[src/rtl/palindrome_pkg.sv]
// Shared types and helpers for the serial palindrome detector.
//   state_t    : detector state (window filling / evaluating every accept)
//   MODE_*     : comparison mode encodings
//   clamp_len  : limits a requested window length to [2, max_len]
package palindrome_pkg;

   typedef enum logic {
      ST_FILL = 1'b0,
      ST_RUN  = 1'b1
   } state_t;

   localparam logic MODE_PAL  = 1'b0;
   localparam logic MODE_ANTI = 1'b1;

   function automatic int unsigned clamp_len(input int unsigned len,
                                             input int unsigned max_len);
      if (len < 2)
         return 2;
      else if (len > max_len)
         return max_len;
      else
         return len;
   endfunction

endpackage

[src/rtl/palindrome_window_cmp.sv]
// Combinational window comparator.
//   window_i : sliding window, bit 0 newest, bit k accepted k valid cycles earlier
//   len_i    : active window length (2..MAX_LEN)
//   mode_i   : MODE_PAL -> pairs must be equal, MODE_ANTI -> pairs must differ
//   match_o  : every active pair (i, len-1-i), i < len/2, satisfies the mode test
module palindrome_window_cmp #(
   parameter int MAX_LEN = 8,
   localparam int LEN_W = $clog2(MAX_LEN + 1)
) (
   input  logic [MAX_LEN-1:0] window_i,
   input  logic [LEN_W-1:0]   len_i,
   input  logic               mode_i,
   output logic               match_o
);

   localparam int NPAIR = MAX_LEN / 2;

   // Variable-index bit select written as a mux so the index width need not
   // match the window's address width.
   function automatic logic pick(input logic [MAX_LEN-1:0] w, input logic [LEN_W-1:0] idx);
      logic b;
      b = 1'b0;
      for (int k = 0; k < MAX_LEN; k++)
         if (idx == LEN_W'(k))
            b = w[k];
      return b;
   endfunction

   logic [NPAIR-1:0] pair_ok;

   for (genvar i = 0; i < NPAIR; i++) begin : g_pair
      logic             en;
      logic [LEN_W-1:0] hi_idx;
      logic             hi_bit;

      assign en      = LEN_W'(i) < (len_i >> 1);
      assign hi_idx  = len_i - LEN_W'(i + 1);
      assign hi_bit  = pick(window_i, hi_idx);
      // Disabled pairs (beyond len/2, incl. the middle bit of odd lengths) pass.
      assign pair_ok[i] = !en || ((window_i[i] ^ hi_bit) == mode_i);
   end

   assign match_o = &pair_ok;

endmodule

[src/rtl/palindrome_nb.sv]
// Serial palindrome / anti-palindrome detector with runtime length and mode.
//   clk, reset      : rising-edge clock, synchronous active-low reset
//   x_i, valid_i    : serial bit and its accept qualifier
//   clear_i         : flush window/fill/counter and latch len_i, mode_i
//   palindrome_o    : result of the last evaluated window (level)
//   valid_o         : one-cycle strobe when palindrome_o was updated
//   fill_o          : bits held, saturating at MAX_LEN
//   pal_count_o     : saturating count of matches since reset/clear
//
// state   | meaning
// ST_FILL | fewer than len_q bits held, no results produced
// ST_RUN  | window full, every accept produces a result
module palindrome_nb
   import palindrome_pkg::*;
#(
   parameter int MAX_LEN = 8,
   parameter int LEN_W   = $clog2(MAX_LEN + 1),
   parameter int CNT_W   = 16
) (
   input  logic             clk,
   input  logic             reset,
   input  logic             x_i,
   input  logic             valid_i,
   input  logic             clear_i,
   input  logic [LEN_W-1:0] len_i,
   input  logic             mode_i,
   output logic             palindrome_o,
   output logic             valid_o,
   output logic [LEN_W-1:0] fill_o,
   output logic [CNT_W-1:0] pal_count_o
);

   logic [MAX_LEN-1:0] win_q, win_d;
   logic [LEN_W-1:0]   fill_q, fill_d;
   logic [LEN_W-1:0]   len_q;
   logic               mode_q;
   state_t             state_q;
   logic               pal_q, vld_q;
   logic [CNT_W-1:0]   cnt_q;
   logic               match;
   logic               eval_d;

   if (MAX_LEN > 1) begin : g_shift
      assign win_d = {win_q[MAX_LEN-2:0], x_i};
   end

   assign fill_d = (fill_q == LEN_W'(MAX_LEN)) ? fill_q : fill_q + LEN_W'(1);
   assign eval_d = (state_q == ST_RUN) || (fill_d >= len_q);

   palindrome_window_cmp #(.MAX_LEN(MAX_LEN)) u_cmp (
      .window_i (win_d),
      .len_i    (len_q),
      .mode_i   (mode_q),
      .match_o  (match)
   );

   always_ff @(posedge clk) begin
      if (!reset) begin
         win_q   <= '0;
         fill_q  <= '0;
         len_q   <= LEN_W'(MAX_LEN);
         mode_q  <= MODE_PAL;
         state_q <= ST_FILL;
         pal_q   <= 1'b0;
         vld_q   <= 1'b0;
         cnt_q   <= '0;
      end else if (clear_i) begin
         win_q   <= '0;
         fill_q  <= '0;
         len_q   <= LEN_W'(clamp_len(32'(len_i), 32'(MAX_LEN)));
         mode_q  <= mode_i;
         state_q <= ST_FILL;
         pal_q   <= 1'b0;
         vld_q   <= 1'b0;
         cnt_q   <= '0;
      end else if (valid_i) begin
         win_q  <= win_d;
         fill_q <= fill_d;
         vld_q  <= eval_d;
         if (eval_d) begin
            state_q <= ST_RUN;
            pal_q   <= match;
            // Count moves with the registered result so both are seen together.
            if (match && (cnt_q != '1))
               cnt_q <= cnt_q + CNT_W'(1);
         end
      end else begin
         vld_q <= 1'b0;
      end
   end

   assign palindrome_o = pal_q;
   assign valid_o      = vld_q;
   assign fill_o       = fill_q;
   assign pal_count_o  = cnt_q;

endmodule

[config.mk]
export PLATFORM = sky130hd
export DESIGN_NAME = palindrome_nb
export DESIGN_NICKNAME = d
export VERILOG_FILES = /design/src/rtl/palindrome_pkg.sv /design/src/rtl/palindrome_window_cmp.sv /design/src/rtl/palindrome_nb.sv
export SDC_FILE = /design/constraint.sdc
export NUM_CORES = 1
export LEC_CHECK = 0
export CAP_MARGIN = 25
export CORE_MARGIN = 3
export CORE_UTILIZATION = 40
export CTS_BUF_LIST = sky130_fd_sc_hd__clkbuf_8
export DETAILED_ROUTE_END_ITERATION = 10
export PLACE_DENSITY_LB_ADDON = 0.15
export SKIP_CTS_REPAIR_TIMING = 1
export SYNTH_ARGS = -nofsm -noshare
export SYNTH_HDL_FRONTEND = slang
export SYNTH_SLANG_ARGS = --single-unit
[constraint.sdc]
create_clock -name clk -period 6.1 [get_ports clk]
set_input_delay 0.915 -clock clk [delete_from_list [all_inputs] [get_ports clk]]
set_output_delay 0.915 -clock clk [all_outputs]
set_load 0.05 [all_outputs]
Word level (Yosys, flattened, before mapping) --
Index checks and enable logic that the tools add are counted.
Word-level totals: register bits 35, bits in latches 0, bits in writable memories 0, bits in read-only memories 0, input port bits 10, output and inout bits 22, logic and storage cells 115, memories kept 0
Cells by class: add/subtract/negate cells 6, multiply operators 0, div/mod/pow operators 0, $lt $le $gt $ge 7, eq/ne operators 34, shift operators 0, muxes and demuxes 35, bitwise logic cells 6, reduce and logical (&&, ||, !) cells 19
Operators with widths (count):
- equality test 4 x 3 -> 1 bit (second input constant) | 16
- equality test 4 x 2 -> 1 bit (second input constant) | 8
- 2-to-1 mux 1 bit | 32
- adder 16 x 1 -> 16 bit (second input constant) | 1
- equality test 4 x 1 -> 1 bit (second input constant) | 4
- logical NOT 4 bit | 4
- != test 16 bit (second input constant) | 1
- 2-to-1 mux 4 bit | 3
- subtractor 4 x 2 -> 4 bit (second input constant) | 2
- less-than comparator 1 x 3 -> 1 bit (first input constant) | 2
- less-than comparator 2 x 3 -> 1 bit (first input constant) | 2
- logical OR 1 bit | 5
- adder 4 x 1 -> 4 bit (second input constant) | 1
- equality test 1 bit | 4
- equality test 4 bit (second input constant) | 1
- greater-or-equal comparator 4 bit | 1
- greater-than comparator 4 bit (second input constant) | 1
- logical NOT 1 bit | 4
- less-than comparator 4 x 2 -> 1 bit (second input constant) | 1
- AND reduction 4 bit | 1
- subtractor 4 x 1 -> 4 bit (second input constant) | 1
- subtractor 4 x 3 -> 4 bit (second input constant) | 1
- bitwise XOR 1 bit | 4
- AND reduction 3 bit | 1
- 5 further kinds | 6

Depth between registers and ports, before layout --
depth after elaboration 16, mapped depth 14, mapped depth without buffers 14

Hierarchy --
A second synthesis with hierarchy kept.
Unflattened totals: cells, all modules 257, area, all modules 2299.7 um^2
By module, submodules not included:
- palindrome_nb | times used 1, cells an instance 183, area each 1679.1 um^2, seq. area each 700.7 um^2
- palindrome_window_cmp | times used 1, cells an instance 74, area each 620.6 um^2, seq. area each 0.0 um^2

Worst setup path before layout --
Ideal clock, no wire load.
path type register -> register, from register fill_q[0], in the netlist fill_o[0], to register cnt_q[10], in the netlist pal_count_o[10], setup time 70 ps, arrival 2929 ps, required time 6030 ps, path slack 3101 ps, cell stages (with the launch flop) 14, buffers on the path 0, period minus slack after synthesis 2999 ps, path through dfxtp_1 inv_1 ha_1 nand2_1 nor2_1 xnor2_1 ha_1 nand2b_1 a21oi_1 nor2b_1 o41a_1 nand4_4 or4_1 a21oi_1
On the way: word-level cells in the longest chain between the ends 5, elaborated cells between the ends (all ways) 6, classes of those cells add/sub: 1; order compare: 1; eq/ne: 1; mux: 1; reduce/logical: 2
Ends and longest elaborated chain:
- start, declared | RTL line palindrome_nb.sv:34 | logic [LEN_W-1:0] fill_q, fill_d;
- start signal, assigned | RTL line palindrome_nb.sv:78 | fill_q <= fill_d;
- adder 4 x 1 -> 4 bit or equality test 4 bit (tied branches) | RTL line palindrome_nb.sv:47 | assign fill_d = (fill_q == LEN_W'(MAX_LEN)) ? fill_q : fill_q + LEN_W'(1);
- 2-to-1 mux 4 bit (*) | RTL line palindrome_nb.sv:47
- greater-or-equal comparator 4 bit (*) | RTL line palindrome_nb.sv:48 | assign eval_d = (state_q == ST_RUN) || (fill_d >= len_q);
- logical OR 1 bit (*) | RTL line palindrome_nb.sv:48
- AND reduction 3 bit (no source line) (*)
- end signal, assigned | RTL line palindrome_nb.sv:85 | cnt_q <= cnt_q + CNT_W'(1);
- end, declared | RTL line palindrome_nb.sv:39 | logic [CNT_W-1:0] cnt_q;
Every way passes the cells marked *; elsewhere a longest branch is shown, timed or not. A chain may end at the register's enable or synchronous reset.

Worst setup path after layout --
from register len_q[1], to register cnt_q[11], in the netlist pal_count_o[11]
On the way: word-level cells in the longest chain between the ends 16, elaborated cells between the ends (all ways) 93, classes of those cells add/sub: 4; order compare: 5; eq/ne: 32; mux: 32; bitwise: 4; reduce/logical: 16
Ends and longest elaborated chain:
- start, declared | RTL line palindrome_nb.sv:35 | logic [LEN_W-1:0] len_q;
- start signal, assigned | RTL line palindrome_nb.sv:61 | len_q <= LEN_W'(MAX_LEN);
- start signal, assigned | RTL line palindrome_nb.sv:70 | len_q <= LEN_W'(clamp_len(32'(len_i), 32'(MAX_LEN)));
- subtractor 4 x 1 -> 4 bit, or another cell as far along | RTL line palindrome_window_cmp.sv:37 | assign hi_idx = len_i - LEN_W'(i + 1);
- logical NOT 4 bit | RTL line palindrome_window_cmp.sv:24 | if (idx == LEN_W'(k))
- 2-to-1 mux 1 bit (8 in a row) | RTL line palindrome_window_cmp.sv:24
- bitwise XOR 1 bit | RTL line palindrome_window_cmp.sv:40 | assign pair_ok[i] = !en || ((window_i[i] ^ hi_bit) == mode_i);
- equality test 1 bit | RTL line palindrome_window_cmp.sv:40
- logical OR 1 bit | RTL line palindrome_window_cmp.sv:40
- AND reduction 4 bit | RTL line palindrome_window_cmp.sv:43 | assign match_o = &pair_ok;
- logical AND 1 bit | RTL line palindrome_nb.sv:84 | if (match && (cnt_q != '1))
- AND reduction 3 bit (no source line) (*)
Marked as above.

==> results.sh <==
export IMPL_outcome="completed"
export IMPL_skew_ns=0.00694
export IMPL_worst_path_max_fanout=15
export IMPL_place_gp_congestion=0.805
export IMPL_wl_per_cell_um=13.3
export IMPL_drv_cap=0
export IMPL_yosysWarningCount=0
export IMPL_initial_utilization_pct=42.7
export IMPL_synth_distinct_cells=53
export IMPL_routed_wl_mm=4.74
export IMPL_port_buffers=31
export IMPL_grt_max_degree=24
export IMPL_ctsHtreeMaxLevel=2
export IMPL_grt_antenna_before_repair=0
export IMPL_finalSetupViolations=0
export IMPL_fin_util_pct=51.2
export IMPL_drc_errors=0
export IMPL_synthCells=259
export IMPL_gr_usage_all_layers_pct=15.8
export IMPL_synth_nets=279
export IMPL_r2r_start="len_q[1]$_SDFFE_PN0P_"
export IMPL_dp_cells=349
export IMPL_worstHoldEndpoint="palindrome_o$_SDFFE_PP0P_"
export IMPL_fp_row_count=26
export IMPL_final_cell_area_mm2=0.00272
export IMPL_yosys_most_used_dff="dfxtp_1"
export IMPL_cts_tree="yes"
export IMPL_relSlewSlack_pct=54.6
export IMPL_hold_violations=0
export IMPL_syn_avg_cell_area_um2=8.74
export IMPL_max_vdd_ir_drop_mv=0.174
export IMPL_area_growth_pct=20.0
export IMPL_synth_edff_count=0
export IMPL_required_ns=6.27
export IMPL_min_period_ns=3.35
export IMPL_p_leak_nw=0.984
export IMPL_drv_slew=0
export IMPL_reg2reg_to="pal_count_o[11]$_SDFFE_PP0P_"
export IMPL_grt_pass1_wl_mm=8.20
export IMPL_worst_pin_slew_ns=0.680
export IMPL_grt_ovfl_total=0
export IMPL_synth_seq_cells=35
export IMPL_path_class="flop to flop"
export IMPL_p_per_area_mw_per_mm2=192
export IMPL_clock_sinks=35
export IMPL_drt_pre_antenna_iters=4
export IMPL_die_h_um=81.2
export IMPL_r2r_setup_slack_ns=2.75
export IMPL_clock_path_buffers=2
export IMPL_fmax_ghz=0.298
export IMPL_grt_setup_unrepaired="false"
export IMPL_coreArea_mm2=0.00530
export IMPL_num_antenna_cells=0
export IMPL_worstHoldStart="palindrome_o$_SDFFE_PP0P_"
export IMPL_grt_pass1_vias=1750
export IMPL_fin_cells=357
export IMPL_syn_cell_area_mm2=0.00226
export IMPL_dp_hpwl_mm=3.47
export IMPL_die_x_um=81.2
export IMPL_synth_seq_area_share_pct=31.0
export IMPL_ys_async_sr_fraction_pct=0
export IMPL_cts_buffers=5
export IMPL_viasPerCell=5.33
export IMPL_hp_class="flop to flop"
export IMPL_drive_gt1_share_pct=8.71
export IMPL_arrival_ns=3.52
export IMPL_worstHoldPathCells=2
export IMPL_die_area_mm2=0.00660
export IMPL_setup_tns_ns=0
export IMPL_nets=306
export IMPL_drtIter0Drc=91
export IMPL_ios=32
export IMPL_antenna_left=0
export IMPL_dr_total_vias=1904
export IMPL_r2r_cells=10
export IMPL_cp_start_kind="flop"
export IMPL_placed_cell_area_mm2=0.00260
export IMPL_clk_latency_ns=0.29
export IMPL_clkTransAtPathRegs_ns=0.08
export IMPL_finalCritPeriodShare_pct=55.0
export IMPL_endpoint_kind="flop"
export IMPL_cts_root_buf="clkbuf_8"
export IMPL_whs_ns=0.496
## area by class of cell
type | instances | area, um^2
inverter | 12 | 45.0
clock inverter | 3 | 43.8
tap | 70 | 87.6
sequential | 35 | 701
multi-input combinational | 200 | 1450
clock buffer | 5 | 68.8
fill | 531 | 2590
timing repair buffer | 32 | 318
## layer usage
layer | GRT usage [%] | wire length (um) | vias to the layer above
li1 | - | - | 969
met1 | 22.2 | 2430 | 879
met2 | 24.6 | 2080 | 52
met3 | 3.33 | 191 | 4
met4 | 4.05 | 35 | 0
met5 | 0 | 0 | -
## kinds of logic (layout without fill, tap and decap cells)
group / count (synthesis) / after routing / share of synthesized area (%)
multiplexers: 24 / 24 / 12.1
flip-flops: 35 / 35 / 31.0
AO/OA/AOI/OAI: 45 / 45 / 14.0
XOR/XNOR: 17 / 17 / 6.58
AND/OR/NAND/NOR: 104 / 104 / 26.0
buffers and inverters: 24 / 52 / 4.86
adder cells (fa/ha/maj): 10 / 10 / 5.53
## flip-flops by register name, summed over array words and instances (netlist names)
signal	cells
pal_count_o	16
win_q	7
fill_o	4
len_q	4
mode_q	1
palindrome_o	1
state_q	1
valid_o	1
## report_power, final
part / internal, mW / total (mW) / switching (mW)
Combinational: 0.0327 / 0.0701 / 0.0374
Clock: 0.122 / 0.214 / 0.0919
Sequential: 0.231 / 0.238 / 0.00695
Total: 0.385 / 0.522 / 0.136
## synth_stat cells (2+ instances only)
cell | count | area (um^2)
nor4_2 | 2 | 25.0
nor3_1 | 2 | 10.0
nand3_1 | 10 | 50.1
nand2b_1 | 10 | 62.6
inv_1 | 12 | 45.0
buf_6 | 2 | 22.5
xnor2_1 | 11 | 96.3
or4_1 | 2 | 15.0
buf_2 | 4 | 20.0
nand2_1 | 16 | 60.1
mux4_2 | 2 | 45.0
xor2_1 | 6 | 52.6
mux2_2 | 2 | 22.5
o21ai_0 | 6 | 30.0
a21oi_1 | 15 | 75.1
nor2_1 | 31 | 116
o22ai_1 | 3 | 18.8
nor2b_1 | 8 | 50.1
a21boi_0 | 3 | 22.5
and2_1 | 2 | 12.5
clkbuf_1 | 3 | 11.3
mux2i_1 | 19 | 190
dfxtp_1 | 35 | 701
ha_1 | 10 | 125
nor3b_1 | 2 | 15.0
a41o_1 | 2 | 20.0
a22o_1 | 2 | 17.5
buf_1 | 3 | 11.3
and3_1 | 4 | 25.0
a21o_1 | 4 | 30.0
nand4_1 | 4 | 25.0
## per-stage QoR
stage | worst slack, ns | total power [mW]
detailed placement | 2.60 | 0.314
global placement | 2.63 | 0.313
CTS | 2.72 | 0.529
finish | 2.75 | 0.522
floorplan | 3.10 | 0.299
global route | 2.44 | 0.550
## cell usage in the layout, fill, tap and decap left out, types with 3 or more instances in the layout
master,instances
a21oi_1,15
o21ai_0,6
nor2b_1,8
a21o_1,4
nand2b_1,10
and3_1,4
dfxtp_1,35
xor2_1,6
mux2i_1,19
nand4_1,4
nand2_1,16
clkdlybuf4s50_1,31
o22ai_1,3
nand3_1,10
nor2_1,31
inv_1,12
a21boi_0,3
clkbuf_8,5
xnor2_1,11
ha_1,10
## worst max-delay path, stage by stage (launching register included)
cell and delay [ns]:
dfxtp_1 0.70, inv_1 0.21, ha_1 0.39, mux2_2 0.24
o22ai_1 0.10, or3_4 0.41, a211oi_4 0.29, nand4_4 0.25
nor4_4 0.41, a21o_1 0.17, a21oi_1 0.05
## how the worst max path moves through the flow
stage,depth (start not counted),slack (ns),end,from
4_1_cts,10,2.72,pal_count_o[11]$_SDFFE_PP0P_,len_q[1]$_SDFFE_PN0P_
3_3_place_gp,9,2.63,pal_count_o[13]$_SDFFE_PP0P_,x_i
6_report,10,2.75,pal_count_o[11]$_SDFFE_PP0P_,len_q[1]$_SDFFE_PN0P_
5_1_grt,10,2.44,pal_count_o[15]$_SDFFE_PP0P_,len_q[1]$_SDFFE_PN0P_
3_5_place_dp,9,2.60,pal_count_o[13]$_SDFFE_PP0P_,x_i
2_1_floorplan,13,3.10,pal_count_o[10]$_SDFFE_PP0P_,fill_o[0]$_SDFFE_PP0P_
No activity file was read; power rests on OpenSTA's default activity.
